### src/rtl/i2c_fe_pkg.sv
// Shared types and sizing helpers for the I2C user front-end.
package i2c_fe_pkg;

    localparam int ADDR_W = 7;
    localparam int DATA_W = 8;

    typedef enum logic [1:0] {
        ST_IDLE = 2'd0,
        ST_REQ  = 2'd1,
        ST_WAIT = 2'd2,
        ST_ERR  = 2'd3
    } fe_state_t;

    // Bits needed for a counter that must be able to hold max_count itself.
    function automatic int cnt_width(input int max_count);
        return (max_count < 1) ? 1 : $clog2(max_count + 1);
    endfunction

endpackage

### src/rtl/btn_debounce.sv
// Button conditioner: 2-flop synchroniser, stability-counter debouncer and a
// registered one-cycle rising-edge pulse of the debounced level.
module btn_debounce
    import i2c_fe_pkg::*;
#(
    parameter int DB_CYCLES = 1_000_000
) (
    input  logic i_clk,
    input  logic i_rst,
    input  logic i_btn,
    output logic o_level,
    output logic o_rise
);

    localparam int CNT_W = cnt_width(DB_CYCLES);

    logic [1:0]       r_sync;
    logic [CNT_W-1:0] r_cnt;
    logic             r_level;
    logic             r_level_d;
    logic             r_rise;

    // Level flips only after DB_CYCLES consecutive disagreeing samples; any agreement restarts the count.
    always_ff @(posedge i_clk) begin
        if (i_rst) begin
            r_sync    <= '0;
            r_cnt     <= '0;
            r_level   <= 1'b0;
            r_level_d <= 1'b0;
            r_rise    <= 1'b0;
        end else begin
            r_sync <= {r_sync[0], i_btn};
            if (r_sync[1] == r_level) begin
                r_cnt <= '0;
            end else if (r_cnt == CNT_W'(DB_CYCLES - 1)) begin
                r_cnt   <= '0;
                r_level <= r_sync[1];
            end else begin
                r_cnt <= r_cnt + 1'b1;
            end
            r_level_d <= r_level;
            r_rise    <= r_level & ~r_level_d;
        end
    end

    assign o_level = r_level;
    assign o_rise  = r_rise;

endmodule

### src/rtl/i2c_user_frontend.sv
// Buttons/switches to I2C EEPROM controller request front-end.
// Optional WAIT timeout and ERR state built when I2C_FE_TIMEOUT_EN is defined.
module i2c_user_frontend
    import i2c_fe_pkg::*;
#(
    parameter int DB_CYCLES      = 1_000_000,
    parameter int TIMEOUT_CYCLES = 2_000_000
) (
    input  logic              i_clk,
    input  logic              i_rst,
    input  logic              i_newd_btn,
    input  logic              i_wr_btn,
    input  logic [DATA_W-1:0] i_wdata_sw,
    input  logic [ADDR_W-1:0] i_addr_sw,
    output logic              o_newd,
    output logic              o_wr,
    output logic [DATA_W-1:0] o_wdata,
    output logic [ADDR_W-1:0] o_addr,
    input  logic [DATA_W-1:0] i_rdata,
    input  logic              i_done,
    output logic [DATA_W-1:0] o_rdata_led,
    output logic              o_busy,
    output logic              o_err
);

    if (DB_CYCLES < 2) begin : g_db_check
        $error("DB_CYCLES must be at least 2");
    end
    if (TIMEOUT_CYCLES < 1) begin : g_to_check
        $error("TIMEOUT_CYCLES must be at least 1");
    end

    logic              w_req_rise;
    logic              w_unused_req_level;
    logic              w_wr_level;
    logic              w_unused_wr_rise;

    logic [ADDR_W-1:0] r_addr_meta;
    logic [ADDR_W-1:0] r_addr_sync;
    logic [DATA_W-1:0] r_wdata_meta;
    logic [DATA_W-1:0] r_wdata_sync;

    fe_state_t         r_state;
    fe_state_t         w_state_nxt;
    logic              w_launch;
    logic              w_complete;

    logic              r_wr;
    logic [ADDR_W-1:0] r_addr;
    logic [DATA_W-1:0] r_wdata;
    logic [DATA_W-1:0] r_rdata_led;

    btn_debounce #(.DB_CYCLES(DB_CYCLES)) u_req_db (
        .i_clk   (i_clk),
        .i_rst   (i_rst),
        .i_btn   (i_newd_btn),
        .o_level (w_unused_req_level),
        .o_rise  (w_req_rise)
    );

    btn_debounce #(.DB_CYCLES(DB_CYCLES)) u_wr_db (
        .i_clk   (i_clk),
        .i_rst   (i_rst),
        .i_btn   (i_wr_btn),
        .o_level (w_wr_level),
        .o_rise  (w_unused_wr_rise)
    );

    always_ff @(posedge i_clk) begin
        if (i_rst) begin
            r_addr_meta  <= '0;
            r_addr_sync  <= '0;
            r_wdata_meta <= '0;
            r_wdata_sync <= '0;
        end else begin
            r_addr_meta  <= i_addr_sw;
            r_addr_sync  <= r_addr_meta;
            r_wdata_meta <= i_wdata_sw;
            r_wdata_sync <= r_wdata_meta;
        end
    end

`ifdef I2C_FE_TIMEOUT_EN
    localparam int TO_W = cnt_width(TIMEOUT_CYCLES);

    logic [TO_W-1:0] r_to_cnt;
    logic            r_err;
    logic            w_to_expire;

    // Expires at the end of the TIMEOUT_CYCLES-th WAIT cycle.
    assign w_to_expire = (r_state == ST_WAIT) && (r_to_cnt == TO_W'(TIMEOUT_CYCLES - 1));

    always_ff @(posedge i_clk) begin
        if (i_rst) begin
            r_to_cnt <= '0;
        end else if (r_state == ST_REQ) begin
            r_to_cnt <= '0;
        end else if (r_state == ST_WAIT && r_to_cnt != TO_W'(TIMEOUT_CYCLES)) begin
            r_to_cnt <= r_to_cnt + 1'b1;
        end
    end

    always_ff @(posedge i_clk) begin
        if (i_rst) begin
            r_err <= 1'b0;
        end else if (w_complete) begin
            r_err <= 1'b0;
        end else if (r_state == ST_WAIT && w_state_nxt == ST_ERR) begin
            r_err <= 1'b1;
        end
    end

    assign o_err = r_err;
`else
    assign o_err = 1'b0;
`endif

    always_ff @(posedge i_clk) begin
        if (i_rst) begin
            r_state <= ST_IDLE;
        end else begin
            r_state <= w_state_nxt;
        end
    end

    always_comb begin
        w_state_nxt = r_state;
        w_launch    = 1'b0;
        w_complete  = 1'b0;
        case (r_state)
            ST_IDLE: begin
                if (w_req_rise) begin
                    w_state_nxt = ST_REQ;
                    w_launch    = 1'b1;
                end
            end
            ST_REQ: begin
                w_state_nxt = ST_WAIT;
            end
            ST_WAIT: begin
                // done has priority over a simultaneous timeout.
                if (i_done) begin
                    w_state_nxt = ST_IDLE;
                    w_complete  = 1'b1;
                end
`ifdef I2C_FE_TIMEOUT_EN
                else if (w_to_expire) begin
                    w_state_nxt = ST_ERR;
                end
`endif
            end
            ST_ERR: begin
                if (w_req_rise) begin
                    w_state_nxt = ST_IDLE;
                end
            end
            default: begin
                w_state_nxt = ST_IDLE;
            end
        endcase
    end

    always_ff @(posedge i_clk) begin
        if (i_rst) begin
            r_wr        <= 1'b0;
            r_addr      <= '0;
            r_wdata     <= '0;
            r_rdata_led <= '0;
        end else begin
            if (w_launch) begin
                r_wr    <= w_wr_level;
                r_addr  <= r_addr_sync;
                r_wdata <= r_wdata_sync;
            end
            if (w_complete && !r_wr) begin
                r_rdata_led <= i_rdata;
            end
        end
    end

    assign o_newd      = (r_state == ST_REQ);
    assign o_busy      = (r_state == ST_REQ) || (r_state == ST_WAIT);
    assign o_wr        = r_wr;
    assign o_addr      = r_addr;
    assign o_wdata     = r_wdata;
    assign o_rdata_led = r_rdata_led;

endmodule

### config.mk
export PLATFORM = sky130hd
export DESIGN_NAME = i2c_user_frontend
export DESIGN_NICKNAME = d
export VERILOG_FILES = /design/src/rtl/i2c_fe_pkg.sv /design/src/rtl/btn_debounce.sv /design/src/rtl/i2c_user_frontend.sv
export SDC_FILE = /design/constraint.sdc
export NUM_CORES = 1
export LEC_CHECK = 0
export ABC_AREA = 1
export ABC_CLOCK_PERIOD_IN_PS = 4600
export CORE_MARGIN = 2
export CORE_UTILIZATION = 50
export CTS_CLUSTER_SIZE = 20
export DETAILED_ROUTE_END_ITERATION = 7
export GPL_TIMING_DRIVEN = 0
export HOLD_SLACK_MARGIN = 0.15
export PLACE_DENSITY = 0.74
export SYNTH_ARGS = -nofsm -noshare
export SYNTH_HDL_FRONTEND = slang
export SYNTH_SLANG_ARGS = --single-unit
export TNS_END_PERCENT = 100
### constraint.sdc
create_clock -name i_clk -period 4.6 [get_ports i_clk]
set_clock_uncertainty 0.15 [all_clocks]
set_input_delay 0.92 -clock i_clk [delete_from_list [all_inputs] [get_ports i_clk]]
set_output_delay 0.92 -clock i_clk [all_outputs]
set_load 0.01 [all_outputs]
======== After elaboration in Yosys (flattened, before gate mapping) ========
Cells that the tools add are included.
operators by class
  add/sub/neg operators ................... 2
  eq/ne operators ......................... 10
  multiplexer cells ....................... 8
  bitwise gates (word level) .............. 4
  reductions and logical operators ........ 9
operators by type and width
  cell                                                  count
  adder 20 x 1 -> 20 bit (second input constant)        2
  equality test 20 bit (second input constant)          2
  one-hot mux 2 bit (4 select lines)                    1
  two-way mux 2 bit                                     3
  OR reduction 3 bit                                    2
  equality test 2 bit (second input constant)           2
  two-way mux 1 bit                                     4
  != test 2 x 1 -> 1 bit (second input constant)        2
  AND reduction 2 bit                                   2
  NOT 1 bit                                             3
  AND reduction 3 bit                                   1
  equality test 1 bit                                   2
  equality test 2 x 1 -> 1 bit (second input constant)  1
  logical NOT 2 bit                                     1
  != test 2 bit (second input constant)                 1
  bitwise AND 1 bit                                     1
  logical AND 1 bit                                     1
  logical NOT 1 bit                                     1
  logical OR 1 bit                                      1
word-level totals
  flip-flop bits (word level) ............. 104
  input bits .............................. 28
  output and inout bits ................... 27

======== Depth between registers and ports, before layout ========
  word-level depth ........................ 3
  gate-level depth with buffers ........... 9
  gate-level depth less buffers ........... 8

======== Cells and area by module ========
A second synthesis with hierarchy kept.
unflattened totals
  cells, all modules ...................... 559
  area total of the unflattened synthesis .. 4341.7 um^2
modules (own cells, without submodules)
  module             instances  cells an instance  area an instance (um^2)
  btn_debounce       2          168                1231.2
  i2c_user_frontend  1          223                1879.3

======== Least setup slack after synthesis ========
Ideal clock, no wire load.
  kind .................................... input port to flip-flop
  start ................................... input port i_rst
  end ..................................... register u_req_db.r_cnt[11]
  arrival ................................. 1631 ps
  setup slack ............................. 2758 ps
  cell stages on the path ................. 6
  buffers on the path ..................... 1
  cell sequence ........................... inv_1 > o21ai_0 > a21oi_1 > nand2_4 > buf_12 > nor2_2
on the way
  cells in the longest elaborated chain, start to end .. 1
RTL lines
  item                                 RTL line                 text
  start, declared                      i2c_user_frontend.sv:10  input logic i_rst,
  OR reduction 3 bit (no source line)  --
  end signal, assigned                 btn_debounce.sv:39       r_cnt <= r_cnt + 1'b1;
  end, declared                        btn_debounce.sv:18       logic [CNT_W-1:0] r_cnt;
Every way passes these cells.
A chain may end at the register's enable or synchronous reset.

======== Worst setup path after layout ========
  start ................................... register r_state[1]
  end ..................................... output port o_busy
on the way
  cells in the longest elaborated chain, start to end .. 2
RTL lines
  item                                                                 RTL line                  text
  start, declared                                                      i2c_user_frontend.sv:43   fe_state_t r_state;
  start signal, assigned                                               i2c_user_frontend.sv:122  r_state <= w_state_nxt;
  equality test 2 x 1 -> 1 bit or equality test 2 bit (tied branches)  i2c_user_frontend.sv:182  assign o_busy = (r_state == ST_REQ) || (r_state == ST_WAIT);
  logical OR 1 bit *                                                   i2c_user_frontend.sv:182
  end, declared                                                        i2c_user_frontend.sv:22   output logic o_busy,
Mark *: on every way between the ends. The rest lies on a longest branch, timed or not.

==> out/qor.yml <==
status: "finished clean"
drcViolationCount: 0
dp_hpwl_um: 5968
fin_setup_tns_ns: 0
antenna_found_initial: 0
routed_wl_um: 8037
fin_crit_sh: 0.6009
cts_setup_buffers: 0
diodes: 0
cts_hold_buf: 0
r2r_setup_slack_ns: 2.69
seqPwrFrac: 0.551
postSynthCellCount: 540
syn_nets: 575
routedWlPerCell_um: 11.26
dieArea_um2: 8927
p_sw_frac: 0.2413
critPathMaxFanout: 4
power.switching_uw: 414.9
start_util: 0.5059
max_stage_delay_ns: 0.55
synth_flop_cell: "dfxtp_1"
drt-pass1-iter-count: 4
yosysSeqAreaShare: 0.5086
htree_levels: 3
cts_buffer_depth: 2
path_clk_slew_ns: 0.10
synth_top_area_share: 0.5086
drt-initial-drc-count: 108
finalMaxSlewViolations: 0
relSlewSlack: 0.6282
clk_latency_ns: 0.37
cts_tree: "built"
grt_start_max_net_pins: 18
hp-class: "reg -> reg"
path_cells: "inv_1, ha_1, clkdlybuf4s50_1"
fillerInstances: 721
worst_ir_drop_vdd_mv: 0.2179
critPathBufInv: 2
syn_to_final_growth_pct: 21.39
crit_required_ns: 3.53
overflow: 0
die_h_um: 94.49
synth_edf_count: 0
gp_congestion: 0.8614
hold_violations: 0
arrival_ns: 1.69
cts_num_sinks: 104
fin_util: 0.6141
postCtsResizedCells: 0
cts_made_buffers: 9
ys_types: 30
path_class: "reg -> out"
synth_top_cell_by_area: "dfxtp_1"
post_dp_cell_area_um2: 4756
min_period_ns: 2.764
final_area_um2: 4970
die_w_um: 94.49
async_reset_ff_frac: 0
grt_pass1_wl_um: 13550
powerDensity_nw_per_um2: 346.0
endpoint_kind: "primary output"
fmax_mhz: 361.8
io_pins: 55
placement.io_buffers: 53
nets: 639
critPathSlowestCell: "clkdlybuf4s50_1"
cts_root_buf: "clkbuf_8"
rows: 33
combPwrFrac: 0.104
p_leak_nw: 1.801
synth_seq_cells: 104
clockPowerShare: 0.344
syn_area_um2: 4094
antenna_left: 0
routed_via_density: 4.700
yosysMostFrequentCell: "nor2_1"
synthTopCellsByArea: "dfxtp_1 51%, nor2_1 14%, nand2_1 7.5%"
syn_area_per_cell_um2: 7.581
vias: 3356
grt_use_total: 0.1915
synth_common_cells: "155 x nor2_1, 104 x dfxtp_1, 82 x nand2_1"
pre_cts_slack_ns: 1.826
start_kind: "register"
total_power_mw: 1.719
tightest_slew_ns: 0.5556
grt_pass1_vias: 3165
cap_violations: 0
core_area_um2: 8093
rsz0062_at_grt: "false"
intPower_mw: 1.305
path_delay_family: "buffers and inverters"
ys_warn_count: 0
drive_gt1_frac: 0.06568
worst_slack_ns: 1.836
finalSetupViolCount: 0
[per-stage QoR]
| stage | cells | hold slack, ns |
|---|---|---|
| after floorplan | 540 | 0.2232 |
| after CTS | 714 | 0.2482 |
| after global routing | 714 | 0.2643 |
| final | 714 | 0.2402 |
| after global placement | 698 | 0.2396 |
| after detailed placement | 698 | 0.2405 |
[worst reg2reg max path, delay by kind of cell, from the launching register on]
family	cells	cell delay (ns)
DFF	1	0.38
and+or+nand+nor	3	0.39
buffers and inverters	3	0.66
adders and majority gates	1	0.23
[state kept, by name, summed over array words and instances, names as in the netlist]
| register | flops |
|---|---|
| r_wdata_sync | 8 |
| u_req_db.o_level | 1 |
| r_addr_sync | 7 |
| o_wr | 1 |
| u_req_db.o_rise | 1 |
| o_wdata | 8 |
| u_req_db.r_level_d | 1 |
| r_state | 2 |
| u_req_db.r_sync | 2 |
| r_wdata_meta | 8 |
| u_req_db.r_cnt | 20 |
| u_wr_db.r_cnt | 20 |
| r_addr_meta | 7 |
| o_addr | 7 |
| u_wr_db.o_level | 1 |
| u_wr_db.r_sync | 2 |
| o_rdata_led | 8 |
[per-layer routing]
metal  routed length (um)  global-route usage  part of all wire
met5                    0                   0                 0
met4                   82             0.07246             0.010
met2                 3868              0.3179              0.48
met1                 3833              0.2451              0.48
met3                  252             0.04070             0.031
[power by group through the flow]
stage / Sequential, mW / Combinational (mW) / Clock [mW]
3_5_place_dp: 0.968 / 0.178 / 0
2_1_floorplan: 0.971 / 0.0847 / 0
3_3_place_gp: 0.967 / 0.170 / 0
6_report: 0.948 / 0.179 / 0.592
4_1_cts: 0.948 / 0.179 / 0.604
5_1_grt: 0.952 / 0.201 / 0.641
[cell usage in the layout (no fill, tap or decap), drive strengths merged]
master and count:
nor3 3, nand4 2, ha 7, nand3b 5, clkdlybuf4s50 53, buf 5
conb 1, clkinvlp 2, a21oi 17, o22ai 1, dfxtp 104, o21ai 30
clkinv 2, nor2 167, inv 61, bufinv 1, o21bai 4, xor2 12
nand2 84, or2 4, xnor2 7, clkbuf 19, nand3 18
[final cells by class]
cell class,instances,area (um^2),share of cell area
sequential,104,2082,0.4189
multi-input combinational,362,1712,0.3444
clock inverter,5,62.56,0.01259
clock buffer,11,151.4,0.03046
tap,105,131.4,0.02644
inverter,61,229.0,0.04607
timing repair buffer,53,530.5,0.1067
buffer,13,71.32,0.01435
[cell families after synthesis]
family / share of synthesized area
other cells: 0.0009160
flops: 0.5086
simple gates: 0.2888
fa+ha+maj: 0.02139
xor+xnor: 0.04065
compound gates: 0.06632
buf+inv: 0.07335
[path summary, 6_finish.rpt]
path                                         start  cells past startpoint         endpoint
worst max register to register          r_state[0]                      7       o_wdata[7]
worst min register to register  u_req_db.r_level_d                      1  u_req_db.o_rise
worst max-delay path                    r_state[1]                      3           o_busy
worst min-delay path            u_req_db.r_level_d                      1  u_req_db.o_rise
No activity file was read; power rests on OpenSTA's default activity.
==> RTL change, RTL diff (same settings) <==
Set the package constant `DATA_W` to 12 (it was 8).
--- a/src/rtl/i2c_fe_pkg.sv
+++ b/src/rtl/i2c_fe_pkg.sv
@@ -4,3 +4,3 @@
     localparam int ADDR_W = 7;
-    localparam int DATA_W = 8;
+    localparam int DATA_W = 12;
 
Ports: changed (resized i_rdata, i_wdata_sw, o_rdata_led and o_wdata); port bits go from 55 to 71. The function was not compared with the original's and may differ.
==> RTL change against the unedited design <==
  * Synthesized area rose by 13%
  * Wire length rose by 17%
  * Power rose by 45%
  * Non-clock buffer count rose by 20
  * Worst setup slack got worse by 0.15 ns
  * Sequential cell count rose by 16
  * Critical endpoint unchanged
  * Final area rose by 20%
  * Clock power rose by 98%
==> RTL change: results (changes against the unedited design) <==
| Metric | Value |
|---|---|
| Synth Area in Compound Gates | `6.78% (+0.15 points)` |
| Cell Area, Placed | `5450 sq um (+15%)` |
| Initial DRC Count | `196 (+81%)` |
| Port Buffers | `68 (+28%)` |
| Largest net degree at the start of global routing | `17 (-1)` |
| Final nets | `734 (+15%)` |
| Synth top cells by count | `nor2_1, dfxtp_1, nand2_1` |
| Yosys cell types | `31 (+3.3%)` |
| FFs w/ async S/R, synth | `0% (unchanged)` |
| P_int | `1860 uW (+43%)` |
| Status | `finished clean` |
| Global-route wire length before repair | `16300 microns (+20%)` |
| Synth Area in XOR/XNOR | `3.78% (-0.28 points)` |
| Gr usage total | `20.4% (+1.3 points)` |
| Biggest registers after layout | `u_req_db.r_cnt: 20 flops, u_wr_db.r_cnt: 20 flops` |
| CTS Buf Count | `17 (+8)` |
| Leakage power | `0.00234 uW (+30%)` |
| Avg Cell Area, Syn | `7.66 sq um (+1.1%)` |
| Hold Path Class | `register to register` |
| DRC viols | `0 (unchanged)` |
| Worst EP arrival | `1.84 ns (+0.15 ns)` |
| Vias in the first global route | `3821 (+21%)` |
| Worst VDD drop | `0.000235 V (+8.0%)` |
| Router iterations before antenna repair | `4 (unchanged)` |
| Vias | `3906 (+16%)` |
| Inst Count DP | `783 (+12%)` |
| Routed WL | `9410 microns (+17%)` |
| Top_reg_cell synth | `dfxtp_1` |
| Layout cell share with drive strength beyond 1 | `7.81% (+1.2 points)` |
| Clock-pin slew on the worst setup and hold paths | `0.06 ns (-0.04 ns)` |
| H-tree Lvls | `4 (+1)` |
| Longest Clk Path Bufs | `2 (unchanged)` |
| Adder-cell area share of the yosys netlist | `1.89% (-0.25 points)` |
| Syn_nets | `647 (+13%)` |
| Wire per inst | `11.5 microns (+2.6%)` |
| Critical path's top delay family | `buffers and inverters` |
| Max-cap violations | `0 (unchanged)` |
| Final Wtd Congestion | `0.877 (+1.8%)` |
| DP HPWL | `6640 microns (+11%)` |
| Worst-skew pair later-pin latency | `0.52 ns (+0.15 ns)` |
| Top cells by area, synth | `dfxtp_1, nor2_1, nand2_1, inv_1, o21ai_0` |
| Seq/Total Area, Yosys | `51.9% (+1.0 points)` |
-- RTL change: tightest hold or removal path, stage by stage, from the launching register on --
cell	delay, ns
dfxtp_1	0.29
inv_1	0.04
nor2_1	0.03
-- RTL change: kinds of logic after synthesis --
| kind of cell | count (synthesis) |
|---|---|
| AO/OA/AOI/OAI | 59 |
| AND/OR/NAND/NOR | 306 |
| other | 1 |
| flip-flops | 120 |
| buffers and inverters | 91 |
| XOR/XNOR | 20 |
| adder cells (fa/ha/maj) | 7 |
-- RTL change: power by group through the flow --
stage,Sequential [uW],Combinational [uW],Clock [uW]
finish,1100,216,1170
global route,1100,243,1230
CTS,1100,216,1190
detailed placement,1120,214,0
global placement,1120,206,0
floorplan,1130,99.0,0
-- RTL change: routing by layer --
metal  GRT usage [%]  part of all wire [%]  vias to the layer above
li1                -                     -                     2019
met1            24.1                    44                     1773
met4            9.06                   1.6                        0
met2            34.9                    50                       97
met5               0                     0                        -
met3            5.36                   4.5                       17
-- RTL change: worst paths after layout --
check	startpoint	to	slack, ns	cells past startpoint
setup / recovery	r_state[0]	o_busy	1.69	3
hold / removal	r_wdata_meta[3]	r_wdata_sync[3]	0.25	2
setup reg to reg	r_state[0]	o_wdata[4]	2.74	7
hold reg to reg	r_wdata_meta[3]	r_wdata_sync[3]	0.25	2
-- RTL change: metrics by stage --
step	util, %	power (uW)	worst slack [ns]
after global routing	65.6	2580	1.65
final	65.6	2490	1.69
after detailed placement	59.8	1340	2.12
after CTS	65.6	2510	1.68
after floorplan	-	1230	2.74
after global placement	59.8	1330	2.16
-- RTL change: final cells by class --
cell class | instances | area, sq um
buffer | 18 | 95.1
clock buffer | 18 | 418
tap | 111 | 139
fill | 729 | 3130
timing repair buffer | 68 | 681
clock inverter | 14 | 113
inverter | 73 | 275
multi-input combinational | 393 | 1860
sequential | 120 | 2400
